### config.mk
export PLATFORM = sky130hd
export DESIGN_NAME = mul_booth_seq
export DESIGN_NICKNAME = d
export VERILOG_FILES = /design/src/rtl/mul_booth_seq.sv
export SDC_FILE = /design/constraint.sdc
export NUM_CORES = 1
export LEC_CHECK = 0
export BUFFER_PORTS_ARGS = -buffer_cell sky130_fd_sc_hd__clkbuf_2
export CAP_MARGIN = 0
export CORE_ASPECT_RATIO = 1.25
export CORE_UTILIZATION = 43
export CTS_BUF_LIST = sky130_fd_sc_hd__clkbuf_8
export DETAILED_ROUTE_END_ITERATION = 12
export PLACE_DENSITY = 0.74
export SYNTH_ARGS = -nofsm -noshare
export SYNTH_HDL_FRONTEND = slang
export SYNTH_SLANG_ARGS = --single-unit
### constraint.sdc
create_clock -name clock -period 5.7 [get_ports clock]
set_input_delay 0.57 -clock clock [delete_from_list [all_inputs] [get_ports clock]]
set_output_delay 0.57 -clock clock [all_outputs]
set_load 0.005 [all_outputs]
### src/rtl/mul_booth_seq.sv
// Sequential signed 32x32 multiplier, radix-4 Booth recoding.
// One cycle to capture the operands, sixteen bit-pair iterations, then a
// single-cycle done pulse with the 64-bit product on hi/lo.
module mul_booth_seq (
    input  logic        clock,
    input  logic        clear_n,
    input  logic        start,
    input  logic [31:0] multiplicand,
    input  logic [31:0] multiplier,
    output logic [31:0] hi,
    output logic [31:0] lo,
    output logic        busy,
    output logic        done
);

    // Accumulator word: {A[34:0], Q[31:0], Q[-1]}. A is 35 bits so that
    // A +/- 2M can never overflow, even for M = -2^31.
    localparam int AW   = 35;
    localparam int ACCW = AW + 32 + 1;

    typedef enum logic [0:0] {
        IDLE = 1'b0,
        RUN  = 1'b1
    } state_e;

    state_e            state_q, state_d;
    logic [3:0]        cnt_q, cnt_d;
    logic [AW-1:0]     m_q, m_d;
    logic [ACCW-1:0]   acc_q, acc_d;
    logic [31:0]       hi_q, hi_d;
    logic [31:0]       lo_q, lo_d;
    logic              busy_q, busy_d;
    logic              done_q, done_d;

    logic              capture_s;
    logic              iterate_s;
    logic              last_s;
    logic [AW-1:0]     sum_s;
    logic [ACCW-1:0]   shifted_s;

    // Booth bit-pair recoding: {Q[i+1], Q[i], Q[i-1]} selects 0, +/-M, +/-2M.
    function automatic logic [AW-1:0] booth_addend(input logic [2:0] code,
                                                   input logic [AW-1:0] m);
        logic [AW-1:0] r;
        case (code)
            3'b001, 3'b010: r = m;
            3'b011:         r = m << 1;
            3'b100:         r = {AW{1'b0}} - (m << 1);
            3'b101, 3'b110: r = {AW{1'b0}} - m;
            default:        r = {AW{1'b0}};
        endcase
        return r;
    endfunction

    assign last_s = (state_q == RUN) && (cnt_q == 4'd15);

    // FSM state register.
    always_ff @(posedge clock or negedge clear_n) begin
        if (!clear_n) begin
            state_q <= IDLE;
        end else begin
            state_q <= state_d;
        end
    end

    // FSM next-state logic: start is only looked at in IDLE.
    always_comb begin
        state_d = state_q;
        case (state_q)
            IDLE: begin
                if (start) begin
                    state_d = RUN;
                end else begin
                    state_d = IDLE;
                end
            end
            RUN: begin
                if (last_s) begin
                    state_d = IDLE;
                end else begin
                    state_d = RUN;
                end
            end
            default: state_d = IDLE;
        endcase
    end

    // FSM outputs: capture/iterate strobes and next values of busy/done.
    always_comb begin
        capture_s = 1'b0;
        iterate_s = 1'b0;
        case (state_q)
            IDLE:    capture_s = start;
            RUN:     iterate_s = 1'b1;
            default: begin
                capture_s = 1'b0;
                iterate_s = 1'b0;
            end
        endcase
        done_d = last_s;
        busy_d = capture_s | (iterate_s & ~last_s);
    end

    // One Booth step: add the selected multiple to A, then shift the whole
    // accumulator word right arithmetically by two.
    always_comb begin
        sum_s     = acc_q[ACCW-1:33] + booth_addend(acc_q[2:0], m_q);
        shifted_s = ACCW'($signed({sum_s, acc_q[32:0]}) >>> 2);
    end

    // Datapath next state: operand capture, iteration, result write-back.
    always_comb begin
        m_d   = m_q;
        acc_d = acc_q;
        cnt_d = cnt_q;
        hi_d  = hi_q;
        lo_d  = lo_q;
        if (capture_s) begin
            m_d   = {{3{multiplicand[31]}}, multiplicand};
            acc_d = {{AW{1'b0}}, multiplier, 1'b0};
            cnt_d = 4'd0;
        end else if (iterate_s) begin
            acc_d = shifted_s;
            if (last_s) begin
                cnt_d = cnt_q;
                hi_d  = shifted_s[64:33];
                lo_d  = shifted_s[32:1];
            end else begin
                cnt_d = cnt_q + 4'd1;
            end
        end else begin
            acc_d = acc_q;
        end
    end

    // Datapath and output registers, all cleared asynchronously.
    always_ff @(posedge clock or negedge clear_n) begin
        if (!clear_n) begin
            m_q    <= {AW{1'b0}};
            acc_q  <= {ACCW{1'b0}};
            cnt_q  <= 4'd0;
            hi_q   <= 32'd0;
            lo_q   <= 32'd0;
            busy_q <= 1'b0;
            done_q <= 1'b0;
        end else begin
            m_q    <= m_d;
            acc_q  <= acc_d;
            cnt_q  <= cnt_d;
            hi_q   <= hi_d;
            lo_q   <= lo_d;
            busy_q <= busy_d;
            done_q <= done_d;
        end
    end

    assign hi   = hi_q;
    assign lo   = lo_q;
    assign busy = busy_q;
    assign done = done_q;

endmodule

# After elaboration in Yosys (flattened, before gate mapping)
# Index checks and enable logic that the tools add are counted.
classes:
  mux: 11
  addsub: 4
  reduce_logical: 6
  bitwise: 5
  n_eq_ne: 8
ops:
  columns: ["operator", "n"]
  rows:
  - ["case mux 35 bit (4 select lines)", 1]
  - ["2-to-1 mux 68 bit", 2]
  - ["adder 35 bit", 1]
  - ["subtractor 1 x 33 -> 34 bit, first input constant", 1]
  - ["subtractor 1 x 32 -> 33 bit, first input constant", 1]
  - ["2-to-1 mux 4 bit", 3]
  - ["equality test 3 bit, second input constant", 3]
  - ["equality test 3 x 2 -> 1 bit, second input constant", 2]
  - ["adder 4 x 1 -> 4 bit, second input constant", 1]
  - ["equality test 4 bit, second input constant", 1]
  - ["2-to-1 mux 1 bit", 4]
  - ["OR reduction 2 bit", 2]
  - ["equality test 3 x 1 -> 1 bit, second input constant", 1]
  - ["inverter 1 bit", 3]
  - ["AND reduction 3 bit", 1]
  - ["inequality test 2 x 1 -> 1 bit, second input constant", 1]
  - ["case mux 1 bit (2 select lines)", 1]
  - ["AND reduction 2 bit", 1]
  - ["nonzero test 2 bit", 1]
  - ["bitwise AND 1 bit", 1]
  - ["logical AND 1 bit", 1]
  - ["bitwise OR 1 bit", 1]
word_totals:
  out_inout_bits: 66
  reg_bits: 171
  wordCells: 42
  inputBits: 67

# Depth between registers and ports, before layout
logic_depth:
  ltp_word: 6
  depth_mapped: 17
  ltp_nobuf: 15

# Worst setup path before layout
# No wires, ideal clock.
synth_timing:
  path_type: "register to register"
  start: "register m_q[0]"
  end: "register acc_q[64]"
  required_time_ps: 5569
  setup_time_ps: 131
  path_buffers: 2
  synth_period_minus_slack_ps: 4203
  path_slack_ps: 1497
  t_arrival_ps: 4071
  stages_incl_launch_ff: 18
  cell_sequence: "dfrtp_1 > inv_1 > ha_1 > nor4b_1 > nand2_1 > or2_2 > clkbuf_1 > o21ai_0 > xor2_1 > o221ai_1 > ha_1 > clkbuf_1 > and4_1 > nand2_1 > nor2_1 > nand2_1 > o2111a_1 > or3_1"
synth_via:
  elab_chain_cells: 5
  word_cells_on_any_way: 6
  classes_between: "3 x add/sub; 3 x mux"
synth_rtl:
  columns: ["element", "line_no", "rtl"]
  rows:
  - ["start, declared", "28", "logic [AW-1:0] m_q, m_d;"]
  - ["start signal, assigned", "139", "m_q <= {AW{1'b0}};"]
  - ["start signal, assigned", "147", "m_q <= m_d;"]
  - ["subtractor 1 x 33 -> 34 bit / subtractor 1 x 32 -> 33 bit (equally long branches)", "48, 49", null]
  - ["case mux 35 bit (4 select lines) *", "45", "case (code)"]
  - ["adder 35 bit *", "107", "sum_s = acc_q[ACCW-1:33] + booth_addend(acc_q[2:0], m_q);"]
  - ["2-to-1 mux 68 bit *", "122", "end else if (iterate_s) begin"]
  - ["2-to-1 mux 68 bit *", "118", "if (capture_s) begin"]
  - ["end signal, assigned", "140", "acc_q <= {ACCW{1'b0}};"]
  - ["end, declared", "29", "logic [ACCW-1:0] acc_q, acc_d;"]
# Every way passes the cells marked *; elsewhere a longest branch is shown, timed or not. The select of a mux whose other input is x is not followed.
# A chain may end at the register's enable or synchronous reset.

# Final worst setup path
layout_timing:
  start: "register m_q[0]"
  end: "register hi_q[30], in the netlist hi[30]"
layout_via:
  elab_chain_cells: 3
  word_cells_on_any_way: 4
  classes_between: "3 x add/sub; 1 x mux"
layout_rtl:
  columns: ["element", "line_no", "rtl"]
  rows:
  - ["subtractor 1 x 33 -> 34 bit / subtractor 1 x 32 -> 33 bit (equally long branches)", "48, 49", null]
  - ["case mux 35 bit (4 select lines) *", "45", null]
  - ["adder 35 bit *", "107", null]
  - ["end signal, assigned", "150", "hi_q <= hi_d;"]
  - ["end, declared", "30", "logic [31:0] hi_q, hi_d;"]
# Every way passes the cells marked *; elsewhere a longest branch is shown, timed or not.

==> results.json <==
{
  "crit_chain": "inv_1, ha_1, nor4b_1, buf_4, nand2_1, or2_2, nor4_1, o21ai_0, o311ai_0, ha_1, a21oi_1, o21ai_0, a31o_2, a221o_1, or4_1, nand3_1",
  "io_buffers": 132,
  "finalCriticalPeriod_ps": 4832,
  "slew_headroom": 0.1939,
  "fillers": 2354,
  "cts.clk_slew.worst_paths_ps": 110,
  "r2r_end": "hi[30]",
  "synth_cells": 1290,
  "die_x_um": 143.8,
  "hold_buffers": 0,
  "vias": 10270,
  "grt_pass1_wl_um": 51350,
  "dieHeight_um": 179.3,
  "synth-main-ff-cell": "dfrtp_1",
  "cts_buffer_depth": 2,
  "fp-row-count": 64,
  "clock_latency_ps": 490,
  "viasPerCell": 5.991,
  "slew_violations": 0,
  "path_max_fanout": 15,
  "max_stage_delay_ps": 520,
  "reg2regPathDepth": 16,
  "htreeDepth": 4,
  "hold_ws_ps": 111.3,
  "cp-start-kind": "flip-flop",
  "track_usage": 0.2586,
  "ios": 133,
  "top_usage_layer": "met2",
  "drc": 0,
  "cp.buffers_inverters": 2,
  "cts_sinks": 168,
  "fin_setup_tns_ps": 0,
  "crit_slowest_cell": "ha_1",
  "grt_max_degree": 102,
  "fmax_mhz": 207.0,
  "hold_violations": 0,
  "post_route_cells_drive_above_1_share": 0.1755,
  "cts_resized": 0,
  "syn-cell-area_um2": 10810,
  "yosys_register_bits": 168,
  "min_path_type": "primary input to async pin",
  "path_delay_family": "simple AND/OR/NAND/NOR gates",
  "design.core.area_um2": 24580,
  "num_antenna_cells": 0,
  "grtUsageMet2": 0.4227,
  "synth_edf_count": 0,
  "criticalPathCategory": "flip-flop to flip-flop",
  "antenna_found_initial": 1,
  "cts_tree": "yes",
  "synthArstFlopShare": 1.000,
  "post_cts_buffers": 0,
  "grt_use_met3": 0.05983,
  "numCtsBuffers": 17,
  "syn2layout_area_growth_pct": 12.35,
  "synth_nets": 1394,
  "postSynthAreaPerCell_um2": 8.382,
  "synth_seq_area_share": 0.3888,
  "fin_skew_ps": 14.69,
  "max_cap_violations": 0,
  "setup_viol": 0,
  "worstMarginPinSlew_ps": 1207,
  "dr.pass1.iters": 7,
  "status": "finished clean",
  "required_ps": 6130,
  "drtIter0Drc": 922,
  "rsz0062_at_grt": "no",
  "postRouteAntennaNets": 0,
  "gp_congestion": 1.003,
  "rrSetupSlack_ps": 870,
  "crit_path_end_kind": "flip-flop",
  "grt-ovfl-total": 0,
  "ys_types": 71,
  "cp.arrival_ps": 5260,
  "multi_input_area_um2": 6212,
  "final-seq-area_um2": 4205,
  "dpl.hpwl_um": 23140,
  "nets": 1476,
  "grt.met1_usage": 0.3261,
  "yosys_warnings": 0,
  "drt-wirelength-per-cell_um": 18.98,
  "totalWireLength_um": 32550,
  "r2r_start": "m_q[0]",
  "final.period_utilization": 0.8477,
  "dieArea_um2": 25790,
  "grt_pass1_vias": 9794,
  "start_util": 0.4398,
  "cts_root_buffer": "clkbuf_8"
}
-- synth_stat cells (all sizes together), types with 14 or more instances --
cell,count,share of area
a21oi,50,0.023
a22oi,17,0.012
clkbuf,80,0.028
dfrtp,168,0.39
ha,36,0.042
mux2,30,0.031
mux2i,37,0.034
nand2,242,0.084
nand3,53,0.025
nand4,23,0.013
nor2,74,0.026
nor3,33,0.016
o211ai,14,0.0097
o21ai,155,0.072
xnor2,27,0.022
xor2,22,0.018
-- area by class of cell --
| cell class | instances | share of cell area |
|---|---|---|
| repair buffers | 156 | 0.06973 |
| well taps | 330 | 0.03399 |
| inverters | 16 | 0.004944 |
| multi-input cells | 1013 | 0.5114 |
| clock buffers | 17 | 0.01926 |
| flip-flops and latches | 168 | 0.3462 |
| clock inverters | 15 | 0.01452 |
-- state kept, by name, indices dropped and copies added, names as in the netlist --
signal and flops:
done 1, cnt_q 4, busy 1, hi 32, m_q 32, acc_q 66
lo 32
-- through the flow --
step,worst slack [ps],utilization,cell area [µm²],instances
CTS,966.6,0.4941,12150,1715
global route,633.3,0.4941,12150,1715
detailed placement,994.9,0.4775,11740,1683
finish,868.3,0.4941,12150,1715
floorplan,1497,-,10810,1290
global placement,1042,0.4775,11740,1683
-- routing by layer --
layer	vias to the layer above	wire, µm
met3	72	2382
met4	0	1102
li1	4849	-
met2	453	15450
met1	4900	13610
met5	-	0
-- placed cells by master (no fill, tap or decap), types with 13 or more instances in the layout --
cell and count:
nor3_1 32, or3_1 13, nand2_1 242, clkbuf_2 131, dfrtp_1 167, inv_1 13, xor2_1 22, ha_1 36
a21oi_1 50, mux2i_1 37, nand3_1 53, nand4_1 23, xnor2_1 27, clkbuf_8 17, buf_4 24, a22oi_1 17
o21ai_0 152, nor2_1 72, mux2_2 30, o211ai_1 14
-- cells by family (layout without fill, tap and decap cells) --
family                   count (synthesis)  after routing  synth area share
AND/OR/NAND/NOR                        501            501            0.2125
AO/OA/AOI/OAI                          359            359            0.2120
flip-flops                             168            168            0.3888
buffers and inverters                  109            204           0.03807
multiplexers                            67             67           0.06549
XOR/XNOR                                49             49           0.03969
adder cells (fa/ha/maj)                 37             37           0.04351
-- worst max-delay path by stage --
stage / from / endpoint / slack [ps] / cells after the start
2_1_floorplan: m_q[0] / acc_q[64] / 1500 / 17
6_report: m_q[0] / hi[30] / 870 / 16
5_1_grt: acc_q[0] / hi[30] / 630 / 13
3_5_place_dp: m_q[18] / acc_q[64] / 990 / 13
3_3_place_gp: m_q[18] / hi[30] / 1040 / 12
4_1_cts: m_q[0] / hi[30] / 970 / 16
Power is not shown: default switching activity piles up to over one toggle a cycle in this logic, so the estimate is an artifact.
